**src/rtl/apb_cpu_master.sv**
```systemverilog
// apb_cpu_master: single-transfer APB initiator driven by a host valid/ready command port.
// Rev 1.0 - initial release.
`default_nettype none

module apb_cpu_master #(
  parameter int Amba_Word       = 16,
  parameter int Amba_Addr_Depth = 20,
  parameter int Timeout_Cycles  = 16
) (
  input  logic                       clk,
  input  logic                       rst,

  input  logic                       cmd_valid,
  output logic                       cmd_ready,
  input  logic                       cmd_write,
  input  logic [Amba_Addr_Depth:0]   cmd_addr,
  input  logic [Amba_Word-1:0]       cmd_wdata,

  output logic                       rsp_valid,
  output logic [Amba_Word-1:0]       rsp_rdata,
  output logic                       rsp_err,
  output logic                       busy,

  output logic                       PSEL,
  output logic                       PENABLE,
  output logic                       PWRITE,
  output logic [Amba_Addr_Depth:0]   PADDR,
  output logic [Amba_Word-1:0]       PWDATA,
  input  logic [Amba_Word-1:0]       PRDATA,
  input  logic                       PREADY
);

  localparam bit         c_TO_EN   = (Timeout_Cycles != 0);
  localparam logic [7:0] c_TO_LAST = 8'(Timeout_Cycles - 1);

  typedef enum logic [1:0] {
    ST_IDLE   = 2'd0,
    ST_SETUP  = 2'd1,
    ST_ACCESS = 2'd2
  } state_t;

  state_t     r_state;
  logic [7:0] r_cnt;

  logic w_done;
  logic w_hs;
  logic w_abort;

  // The completion cycle doubles as an accept slot so back-to-back commands skip IDLE.
  assign w_done    = (r_state == ST_ACCESS) && PREADY;
  assign cmd_ready = (r_state == ST_IDLE) || w_done;
  assign w_hs      = cmd_valid && cmd_ready;
  assign w_abort   = c_TO_EN && (r_state == ST_ACCESS) && !PREADY && (r_cnt == c_TO_LAST);

  always_ff @(posedge clk or negedge rst) begin
    if (!rst) begin
      r_state   <= ST_IDLE;
      r_cnt     <= 8'd0;
      PSEL      <= 1'b0;
      PENABLE   <= 1'b0;
      PWRITE    <= 1'b0;
      PADDR     <= '0;
      PWDATA    <= '0;
      rsp_valid <= 1'b0;
      rsp_err   <= 1'b0;
      rsp_rdata <= '0;
      busy      <= 1'b0;
    end else begin
      rsp_valid <= 1'b0;
      rsp_err   <= 1'b0;

      if (w_hs) begin
        PWRITE <= cmd_write;
        PADDR  <= cmd_addr;
        PWDATA <= cmd_wdata;
      end

      case (r_state)
        ST_IDLE: begin
          PSEL    <= 1'b0;
          PENABLE <= 1'b0;
          busy    <= 1'b0;
          if (w_hs) begin
            r_state <= ST_SETUP;
            PSEL    <= 1'b1;
            busy    <= 1'b1;
          end
        end

        ST_SETUP: begin
          r_state <= ST_ACCESS;
          r_cnt   <= 8'd0;
          PSEL    <= 1'b1;
          PENABLE <= 1'b1;
          busy    <= 1'b1;
        end

        ST_ACCESS: begin
          if (PREADY) begin
            rsp_valid <= 1'b1;
            if (!PWRITE) begin
              rsp_rdata <= PRDATA;
            end
            PENABLE <= 1'b0;
            if (w_hs) begin
              r_state <= ST_SETUP;
              PSEL    <= 1'b1;
              busy    <= 1'b1;
            end else begin
              r_state <= ST_IDLE;
              PSEL    <= 1'b0;
              busy    <= 1'b0;
            end
          end else if (w_abort) begin
            r_state   <= ST_IDLE;
            PSEL      <= 1'b0;
            PENABLE   <= 1'b0;
            busy      <= 1'b0;
            rsp_valid <= 1'b1;
            rsp_err   <= 1'b1;
          end else begin
            r_cnt <= r_cnt + 8'd1;
          end
        end

        default: begin
          r_state <= ST_IDLE;
          PSEL    <= 1'b0;
          PENABLE <= 1'b0;
          busy    <= 1'b0;
        end
      endcase
    end
  end

endmodule

`default_nettype wire

```
**config.mk**
```make
export PLATFORM = sky130hd
export DESIGN_NAME = apb_cpu_master
export DESIGN_NICKNAME = d
export VERILOG_FILES = /design/src/rtl/apb_cpu_master.sv
export SDC_FILE = /design/constraint.sdc
export NUM_CORES = 1
export LEC_CHECK = 0
export ABC_AREA = 1
export BUFFER_PORTS_ARGS = -buffer_cell sky130_fd_sc_hd__buf_2
export CORE_MARGIN = 8
export CORE_UTILIZATION = 51
export DETAILED_ROUTE_END_ITERATION = 7
export PLACE_DENSITY = 0.92
export SKIP_LAST_GASP = 1
export SLEW_MARGIN = 25
export SYNTH_ARGS = -nofsm -noshare
export SYNTH_HDL_FRONTEND = slang
export SYNTH_SLANG_ARGS = --single-unit
```
**constraint.sdc**
```tcl
create_clock -name clk -period 2.3 [get_ports clk]
set_input_delay 0.115 -clock clk [delete_from_list [all_inputs] [get_ports clk]]
set_output_delay 0.115 -clock clk [all_outputs]
set_load 0.005 [all_outputs]
```
==> results of run 1 <==
==> per-stage QoR <==
step | std cells | setup WS, ns
floorplan | 292 | 1.013
global placement | 472 | 0.6702
finish | 532 | 0.4872
global route | 532 | 0.2968
CTS | 531 | 0.5203
detailed placement | 472 | 0.5473
==> placed cells by master (no fill, tap or decap), types with 3 or more instances in the layout <==
master / Yosys / routed
inv_2: 3 / 3
clkbuf_8: 0 / 10
mux2_2: 6 / 6
dlygate4sd3_1: 0 / 44
mux2_4: 10 / 10
nor2_1: 14 / 14
buf_2: 5 / 117
nand2_1: 140 / 140
xor2_1: 3 / 3
dfrtp_1: 68 / 68
nand3_1: 16 / 16
inv_1: 7 / 7
==> critical path: stages (launching register included) <==
cell and delay (ns):
dfrtp_1 0.42, ha_1 0.27, nand3_1 0.18, o21ai_2 0.44, nand2_2 0.21, nor2_1 0.14
nor2_1 0.05
==> logic make-up after synthesis <==
kind of cell               after synthesis  synth area share [%]
AOI/OAI and AO/OA                        4                0.9266
adders and majority gates                1                0.4412
muxes                                   16                 7.678
DFF                                     68                 60.02
xor gates and xnor gates                 3                0.9269
buffers and inverters                   21                 4.325
and+or+nand+nor                        179                 25.68
==> area by class of cell <==
| type | count | area (µm²) | area share [%] |
|---|---|---|---|
| tap | 72 | 90.09 | 2.200 |
| clock buffer | 10 | 137.6 | 3.361 |
| clock inverter | 6 | 63.81 | 1.558 |
| inverter | 10 | 37.54 | 0.9166 |
| multi-input combinational | 203 | 1011 | 24.69 |
| sequential | 68 | 1702 | 41.55 |
| timing repair buffer | 163 | 1054 | 25.73 |
==> worst min path at each step <==
stage                     startpoint                         to  slack (ns)  depth (start not counted)
after floorplan                  rst       PADDR[0]$_DFFE_PN0N_       -0.18                          0
after global placement           rst        PENABLE$_DFFE_PN0P_        0.16                          1
after detailed placement         rst        PENABLE$_DFFE_PN0P_        0.16                          1
after CTS                 PRDATA[10]  rsp_rdata[10]$_DFFE_PN0P_      0.0002                          2
after global routing       PRDATA[1]   rsp_rdata[1]$_DFFE_PN0P_       0.002                          2
final                      PRDATA[1]   rsp_rdata[1]$_DFFE_PN0P_        0.01                          2
==> routing by layer <==
layer / track usage (%) / share of wire, % / routed length (µm)
met1: 20.95 / 37 / 3049
met2: 34.41 / 50 / 4149
met3: 9.144 / 9.7 / 801
met4: 9.154 / 2.7 / 218
met5: 0 / 0 / 0
==> sequential cells by signal, summed over array words and instances, names as in the netlist <==
register,cells
PWRITE,1
PADDR,21
PSEL,1
rsp_rdata,16
PWDATA,16
PENABLE,1
r_state,2
rsp_err,1
rsp_valid,1
r_cnt,8
==> where the power goes <==
part           internal (W)  switching (W)
logic              0.000564       0.000505
clock network      0.000527       0.000448
registers           0.00153       0.000202
==> what timing repair did <==
| action | 4_1_cts | 5_1_grt |
|---|---|---|
| endpoints found under the hold margin | 68 | 1 |
| setup buffers | 0 | 0 |
| hold buffers | 43 | 1 |
==> results.json, run 1 <==
{
  "drv_slew": 0,
  "place.gp.congestion": 0.8939,
  "power.density_cell_area_mw_per_mm2": 922.1,
  "r2r_end": "PSEL$_DFFE_PN0P_",
  "period_minus_slack_ns": 1.813,
  "clkSinkCount": 68,
  "routed_wirelength_mm": 8.219,
  "ys_top_cells_by_count": "nand2_1, dfrtp_1, nand3_1",
  "cp-startpoint": "r_cnt[0]$_DFFE_PN0P_",
  "routed-via-count": 2581,
  "synth_seq_cells": 68,
  "worst-endpoint-arrival_ns": 2.05,
  "crit-reg2reg-launch": "r_cnt[0]$_DFFE_PN0P_",
  "clock_latency_ns": 0.34,
  "initial_core_util_pct": 52.13,
  "unrepaired_setup_endpoints_after_global_routing": "no",
  "dr.first_iter.drc_count": 150,
  "route.detailed.wl_per_inst_um": 15.45,
  "status": "finished clean",
  "synth_enable_flop_cells": 0,
  "cts_root_buf": "clkbuf_8",
  "critPathMaxFanout": 11,
  "antenna-diode-count": 0,
  "ys_warn_count": 0,
  "p_total_w": 0.003776,
  "setup.worst_path.end_class": "flip-flop",
  "groute.usage.overall_pct": 20.27,
  "required_ns": 2.53,
  "die-area_mm2": 0.008201,
  "setup.worst_path.start_class": "flip-flop",
  "rows": 27,
  "finalHoldViolations": 0,
  "holdCritPathClass": "in -> reg",
  "drive_above_1_share_pct": 35.00,
  "synth_seq_area_share_pct": 60.02,
  "detailedRoute.firstPassIterationCount": 4,
  "grt_remaining_overflow": 0,
  "max_slew_margin_pct": 57.09,
  "cts-buffers-inserted": 9,
  "cap_viol_max_count": 0,
  "syn_inst": 292,
  "buffers_from_clock_root_to_sink_at_most": 2,
  "reg2reg_setup_slack_ns": 0.49,
  "tritoncts_clock_tree": "done",
  "design.portCount": 118,
  "detail_route.vias_per_cell": 4.852,
  "total_leakage_power_nw": 2.297,
  "count_of_final_setup_violators": 0,
  "synth_cell_types": 23,
  "first_global_vias": 2815,
  "area_growth_pct": 44.44,
  "grt_first_pass_wirelength_mm": 13.44,
  "synth.avg_cell_area_um2": 9.710,
  "nets": 514,
  "numPortBuffers": 117,
  "post-synth-top-count-cell": "nand2_1",
  "fillers": 381,
  "antenna_found_initial": 0,
  "asyncSetResetFlopFracSynth_pct": 100.0,
  "max-vdd-ir-drop_uv": 612.9,
  "timing_worst_slew_pin_value_ns": 0.6427,
  "drc_errors": 0,
  "synth_top_cell_by_area": "dfrtp_1",
  "skew_ns": 0.008726,
  "setup.worst_path.class": "reg -> reg",
  "final.setup.tns_ns": 0,
  "worstRegToRegCells": 6,
  "floorplan.core_area_mm2": 0.005439,
  "die_height_um": 90.56,
  "placedInstanceArea_mm2": 0.003453,
  "post_synthesis_net_count": 351,
  "synth_area_mm2": 0.002835,
  "grt_max_degree": 43,
  "postRouteAntennaNets": 0,
  "fmaxAchievable_mhz": 551.6,
  "final_core_utilization_pct": 75.29,
  "most_used_flip_flop_cell_after_synthesis": "dfrtp_1",
  "critical_path.endpoint": "PSEL$_DFFE_PN0P_",
  "finalCritPeriodShare_pct": 78.82,
  "hpwlAfterDp_mm": 5.320,
  "htree_levels": 3,
  "proportion_of_netlist_area_held_by_the_largest_area_contributor_pct": 60.02,
  "worst_setup_hold_path_clk_slew_ns": 0.07,
  "synth_top_cells_by_area": "dfrtp_1, nand2_1, mux2_4",
  "stdcell_area_mm2": 0.004095,
  "whs_ns": 0.01022,
  "die-width_um": 90.56,
  "cts_resized": 0
}
Power figures use the tool's default switching activity.
==> run 2, diff against run 1 <==
- ABC_AREA: 1 -> 0
- CORE_UTILIZATION: 51 -> 42
- PLACE_DENSITY: 0.92 -> 0.83
- clock period: 2.3 -> 1.6 ns (I/O delays scaled with it)
==> run 2 against run 1 <==
Compared with the run above:
- via count decreased by 13%
- wire length decreased by 11%
- non-clock buffer count increased by 23
- area after synthesis decreased by 4.6%
- synthesized cell count decreased by 37%
- first-iteration DRC count decreased by 51%
- count of clock-buffer cells in the layout increased by 2
- cell count decreased by 14%
- critical endpoint is now r_cnt[6]$_DFFE_PN0P_
==> results.json, run 2 <==
{
  "top_flop_regs": "PADDR x21, PWDATA x16, rsp_rdata x16",
  "dr.first_iter.drc_count": 73,
  "initial_core_util_pct": 43.09,
  "routed-wl-met2_mm": 3.787,
  "post-synth-top-count-cell": "dfrtp_1",
  "detail_route.vias_per_cell": 4.895,
  "cts-buffers-inserted": 9,
  "max-vdd-ir-drop_uv": 667.5,
  "synth_seq_cells": 68,
  "largest_register_ffs": 21,
  "postRouteAntennaNets": 0,
  "stdcell_area_mm2": 0.004317,
  "proportion_of_netlist_area_held_by_the_largest_area_contributor_pct": 62.90,
  "synth_enable_flop_cells": 0,
  "count_of_final_setup_violators": 0,
  "met3_length_um": 709,
  "max_slew_margin_pct": 75.44,
  "unrepaired_setup_endpoints_after_global_routing": "yes",
  "most-common-layout-cells": "buf_2, dfrtp_1, dlygate4sd3_1, mux2_2, clkbuf_8",
  "cts_root_buf": "clkbuf_8",
  "routed_wirelength_mm": 7.327,
  "largest_incremental_delay_on_the_critical_path_ns": 0.52,
  "top_register": "PADDR",
  "synth_cell_types": 30,
  "numPortBuffers": 117,
  "p_total_w": 0.005614,
  "final_core_utilization_pct": 68.77,
  "drive_above_1_share_pct": 55.15,
  "antenna_found_initial": 0,
  "setup.worst_path.start_class": "flip-flop",
  "hpwlAfterDp_mm": 4.824,
  "detailedRoute.firstPassIterationCount": 4,
  "syn_inst": 185,
  "holdCritPathClass": "in -> reg",
  "finalCritPeriodShare_pct": 98.07,
  "critPathMaxFanout": 3,
  "die_height_um": 96.26,
  "fmaxAchievable_mhz": 637.3,
  "drc_errors": 0,
  "ys_top_cells_by_count": "dfrtp_1, mux2_2, a21oi_1",
  "post_synthesis_net_count": 244,
  "most_used_flip_flop_cell_after_synthesis": "dfrtp_1",
  "highest_layer": "met4",
  "setup.worst_path.class": "reg -> reg",
  "ys_warn_count": 0,
  "status": "finished clean",
  "total_leakage_power_nw": 2.031,
  "asyncSetResetFlopFracSynth_pct": 100.0,
  "nets": 433,
  "area_growth_pct": 59.57,
  "period_minus_slack_ns": 1.569,
  "synth_top_cell_by_area": "dfrtp_1",
  "first_global_vias": 2423,
  "slowest_stage": "or4_4",
  "timing_worst_slew_pin_value_ns": 0.3684,
  "layout.cells.most_common": "buf_2",
  "setup.worst_path.end_class": "flip-flop",
  "path_cells": "or3b_4, or4_4, a21oi_2",
  "cap_viol_max_count": 0,
  "clkSinkCount": 68,
  "groute.usage.overall_pct": 16.01,
  "grt_remaining_overflow": 0,
  "worst-endpoint-arrival_ns": 1.83,
  "placedInstanceArea_mm2": 0.003455,
  "die-width_um": 96.26,
  "finalHoldViolations": 0,
  "synth_top_cells_by_area": "dfrtp_1, mux2_2, a21oi_1",
  "wirelength_met1_mm": 2.694,
  "fillers": 464,
  "tritoncts_clock_tree": "done",
  "worst_setup_hold_path_clk_slew_ns": 0.07,
  "routed-via-count": 2237,
  "skew_ns": 0.01006,
  "die-area_mm2": 0.009265,
  "design.portCount": 118,
  "rows": 29,
  "route.detailed.wl_per_inst_um": 16.03,
  "synth_seq_area_share_pct": 62.90,
  "grt_first_pass_wirelength_mm": 11.48,
  "synth_area_mm2": 0.002705,
  "clock_latency_ns": 0.33,
  "drv_slew": 0,
  "htree_levels": 3,
  "synth.avg_cell_area_um2": 14.62,
  "power.density_cell_area_mw_per_mm2": 1300,
  "grt_max_degree": 69,
  "place.gp.congestion": 0.8783,
  "final.setup.tns_ns": 0,
  "required_ns": 1.86,
  "floorplan.core_area_mm2": 0.006277,
  "buffers_from_clock_root_to_sink_at_most": 2
}
==> run 2: cell type report <==
cell class	instances	area, µm²	area share (%)
Sequential cell	68	1703	39.45
Timing Repair Buffer	186	1299	30.09
Multi-Input combinational cell	103	975.9	22.61
Clock buffer	12	145.1	3.362
Tap cell	77	96.34	2.232
Clock inverter	4	72.57	1.681
Inverter	6	22.52	0.5217
Antenna cell	1	2.502	0.05797
==> run 2: critical path, delay by kind of cell (launching register included) <==
kind,cells,cell delay (ns)
and+or+nand+nor,2,0.93
AOI/OAI and AO/OA,1,0.14
DFF,1,0.43
==> run 2: report_power, final <==
group	internal, W	switching [W]	leakage (nW)
Clock	0.000919	0.000611	0.107
Sequential	0.00222	0.000271	0.818
Combinational	0.000957	0.000631	1.11
==> run 2: repair_timing <==
item                                    in CTS  in global routing
pin swaps                                    1                  1
hold buffers                                55                  0
buffers inserted                             0                  3
hold endpoints to repair                   122                  0
resized for setup                            0                 11
endpoints found under the setup margin       3                 19
cloned                                       0                  0
==> run 2: logic make-up (layout without fill, tap and decap cells) <==
logic type	Yosys count	after routing	share of synthesized area, %
fa+ha+maj	1	1	0.4625
compound gates	20	20	4.764
flops	68	68	62.90
other cells	0	1	0
simple gates	26	26	5.874
buf+inv	14	208	2.775
mux	56	56	23.22
==> run 2: worst paths after layout <==
path / start / endpoint / slack (ns) / cells past startpoint
max: r_state[0]$_DFFE_PN0P_ / r_cnt[6]$_DFFE_PN0P_ / 0.03 / 3
min: PREADY / rsp_valid$_DFF_PN0_ / 0.09 / 3
max reg2reg: r_state[0]$_DFFE_PN0P_ / r_cnt[6]$_DFFE_PN0P_ / 0.03 / 3
min reg2reg: rsp_rdata[0]$_DFFE_PN0P_ / rsp_rdata[0]$_DFFE_PN0P_ / 0.50 / 1
max in group asynchronous: rst / r_cnt[2]$_DFFE_PN0P_ / 1.00 / 3
min in group asynchronous: rst / r_cnt[1]$_DFFE_PN0P_ / 0.28 / 3
==> run 2: metal layers <==
layer  GRT usage [%]  up-vias
li1                -     1055
met1           17.81     1077
met2           27.13       90
met3           5.850       15
met4           6.530        0
met5               0        -
==> run 2: per-stage QoR <==
| step | std cells | worst slack [ns] | hold WS, ns |
|---|---|---|---|
| global route | 456 | -0.03589 | 0.1262 |
| detailed placement | 382 | 0.004915 | 0.1299 |
| finish | 457 | 0.03083 | 0.09176 |
| CTS | 453 | 0.01228 | 0.07872 |
| global placement | 382 | 0.05277 | 0.1236 |
| floorplan | 185 | 0.02696 | -0.2156 |
==> run 3, diff against run 2 <==
- PLACE_DENSITY: 0.83 -> 0.75
==> run 3 against run 2 <==
Compared with the run above:
- worst setup slack gained 0.023 ns
- cell area decreased by 0.87%
- register-to-register slack better by 0.02 ns
- via count fell by 1.9%
- largest cell class unchanged
- total power decreased by 1.4%
- die area did not move
- highest routed layer unchanged
- sequential share of layout area increased by 0.32 points
- combinational power about the same
- first-iteration DRC count shrank 41%
==> results.json, run 3 (synthesized netlist as in run 2, its figures left out) <==
{
  "antenna_found_initial": 0,
  "drv_slew": 0,
  "design.portCount": 118,
  "area_growth_pct": 58.19,
  "holdCritPathClass": "in -> reg",
  "grt_remaining_overflow": 0,
  "tritoncts_clock_tree": "done",
  "total_leakage_power_nw": 2.027,
  "hpwlAfterDp_mm": 4.768,
  "top_flop_regs": "PADDR x21, PWDATA x16, rsp_rdata x16",
  "final.setup.tns_ns": 0,
  "place.gp.congestion": 0.8927,
  "die-width_um": 96.26,
  "layout.cells.non_filler": 459,
  "die_height_um": 96.26,
  "critPathMaxFanout": 2,
  "groute.usage.overall_pct": 16.48,
  "count_of_final_setup_violators": 0,
  "layout.cells.most_common": "buf_2",
  "p_total_w": 0.005535,
  "cap_viol_max_count": 0,
  "unrepaired_setup_endpoints_after_global_routing": "no",
  "numPortBuffers": 117,
  "drive_above_1_share_pct": 54.21,
  "clkSinkCount": 68,
  "finalCritPeriodShare_pct": 96.64,
  "skew_ns": 0.01160,
  "htree_levels": 3,
  "place.detailed.instances": 384,
  "grt_first_pass_wirelength_mm": 11.69,
  "max_slew_margin_pct": 77.14,
  "setup.worst_path.end_class": "flip-flop",
  "detail_route.vias_per_cell": 4.782,
  "routed_wirelength_mm": 7.573,
  "setup.worst_path.start_class": "flip-flop",
  "most-common-layout-cells": "buf_2, dfrtp_1, dlygate4sd3_1, mux2_2, buf_4",
  "grt_max_degree": 69,
  "routed-via-count": 2195,
  "placedInstanceArea_mm2": 0.003470,
  "max-vdd-ir-drop_uv": 852.8,
  "finalHoldViolations": 0,
  "rows": 29,
  "nets": 435,
  "cts_root_buf": "clkbuf_8",
  "worst-endpoint-arrival_ns": 1.81,
  "stdcell_area_mm2": 0.004279,
  "period_minus_slack_ns": 1.546,
  "clock_latency_ns": 0.33,
  "whs_ns": 0.1329,
  "postRouteAntennaNets": 0,
  "largest_incremental_delay_on_the_critical_path_ns": 0.53,
  "first_global_vias": 2458,
  "power.density_cell_area_mw_per_mm2": 1293,
  "fmaxAchievable_mhz": 646.8,
  "buffers_from_clock_root_to_sink_at_most": 2,
  "required_ns": 1.86,
  "floorplan.core_area_mm2": 0.006277,
  "cts-buffers-inserted": 9,
  "status": "finished clean",
  "path_cells": "or3b_4, or4_1, a21oi_2",
  "largest_register_ffs": 21,
  "dr.first_iter.drc_count": 43,
  "drc_errors": 0,
  "timing_worst_slew_pin_value_ns": 0.3429,
  "setup.worst_path.class": "reg -> reg",
  "top_register": "PADDR",
  "die-area_mm2": 0.009265,
  "worst_setup_hold_path_clk_slew_ns": 0.07,
  "detailedRoute.firstPassIterationCount": 4,
  "initial_core_util_pct": 43.09,
  "route.detailed.wl_per_inst_um": 16.50,
  "slowest_stage": "or4_1"
}
==> run 3: cell types whose count changed in the layout (fill, tap and decap cells not counted), moves of 2 or more <==
cell / previous run / this run
buf_12: 4 / 2
buf_6: 2 / 0
nor3_2: 2 / 0
buf_4: 8 / 12
nor3_1: 3 / 5
==> run 3: metrics by stage <==
step | util, % | setup WS, ns
finish | 68.17 | 0.05381
global route | 68.09 | 0.004739
CTS | 67.31 | 0.02231
detailed placement | 55.27 | 0.03706
global placement | 55.27 | 0.09552
floorplan | - | 0.02696
==> run 3: worst paths after layout <==
path                                              from  cells after the start                     to  slack [ns]
worst max-delay path            r_state[0]$_DFFE_PN0P_                      3   r_cnt[6]$_DFFE_PN0P_        0.05
worst min-delay path                            PREADY                      3    rsp_valid$_DFF_PN0_        0.13
worst max register to register  r_state[0]$_DFFE_PN0P_                      3   r_cnt[6]$_DFFE_PN0P_        0.05
worst min register to register   PWDATA[5]$_DFFE_PN0N_                      1  PWDATA[5]$_DFFE_PN0N_        0.50
max in group asynchronous                          rst                      3  PWDATA[7]$_DFFE_PN0N_        1.03
min in group asynchronous                          rst                      3   r_cnt[2]$_DFFE_PN0P_        0.30
==> run 3: final cells by class <==
type | count | area, µm²
antenna | 2 | 5.005
timing repair buffer | 188 | 1306
fill | 466 | 1998
clock buffer | 10 | 127.6
sequential | 68 | 1702
tap | 77 | 96.34
inverter | 6 | 22.52
multi-input combinational | 103 | 942.2
clock inverter | 5 | 77.57
==> run 3: metal layers <==
layer	part of all wire, %	wire, µm	track usage (%)
met3	7.7	585	3.900
met4	1.9	143	10.37
met2	52	3971	28.04
met1	38	2872	18.17
met5	0	0	0
==> run 3: what timing repair did <==
item	in CTS	in global routing
buffers inserted	0	2
hold buffers	55	0
endpoints found under the hold margin	122	0
gates resized for setup	0	6
endpoints found under the setup margin	0	42
==> run 3: worst max-delay path: cells and delay by family, from the launching register on <==
family	cells	cell delay, ns
AOI/OAI and AO/OA	1	0.15
and+or+nand+nor	2	0.93
DFF	1	0.39
==> run 3: where the power goes <==
group,switching (W),internal [W]
Combinational,0.000621,0.000948
Sequential,0.000278,0.00222
Clock,0.000600,0.000864
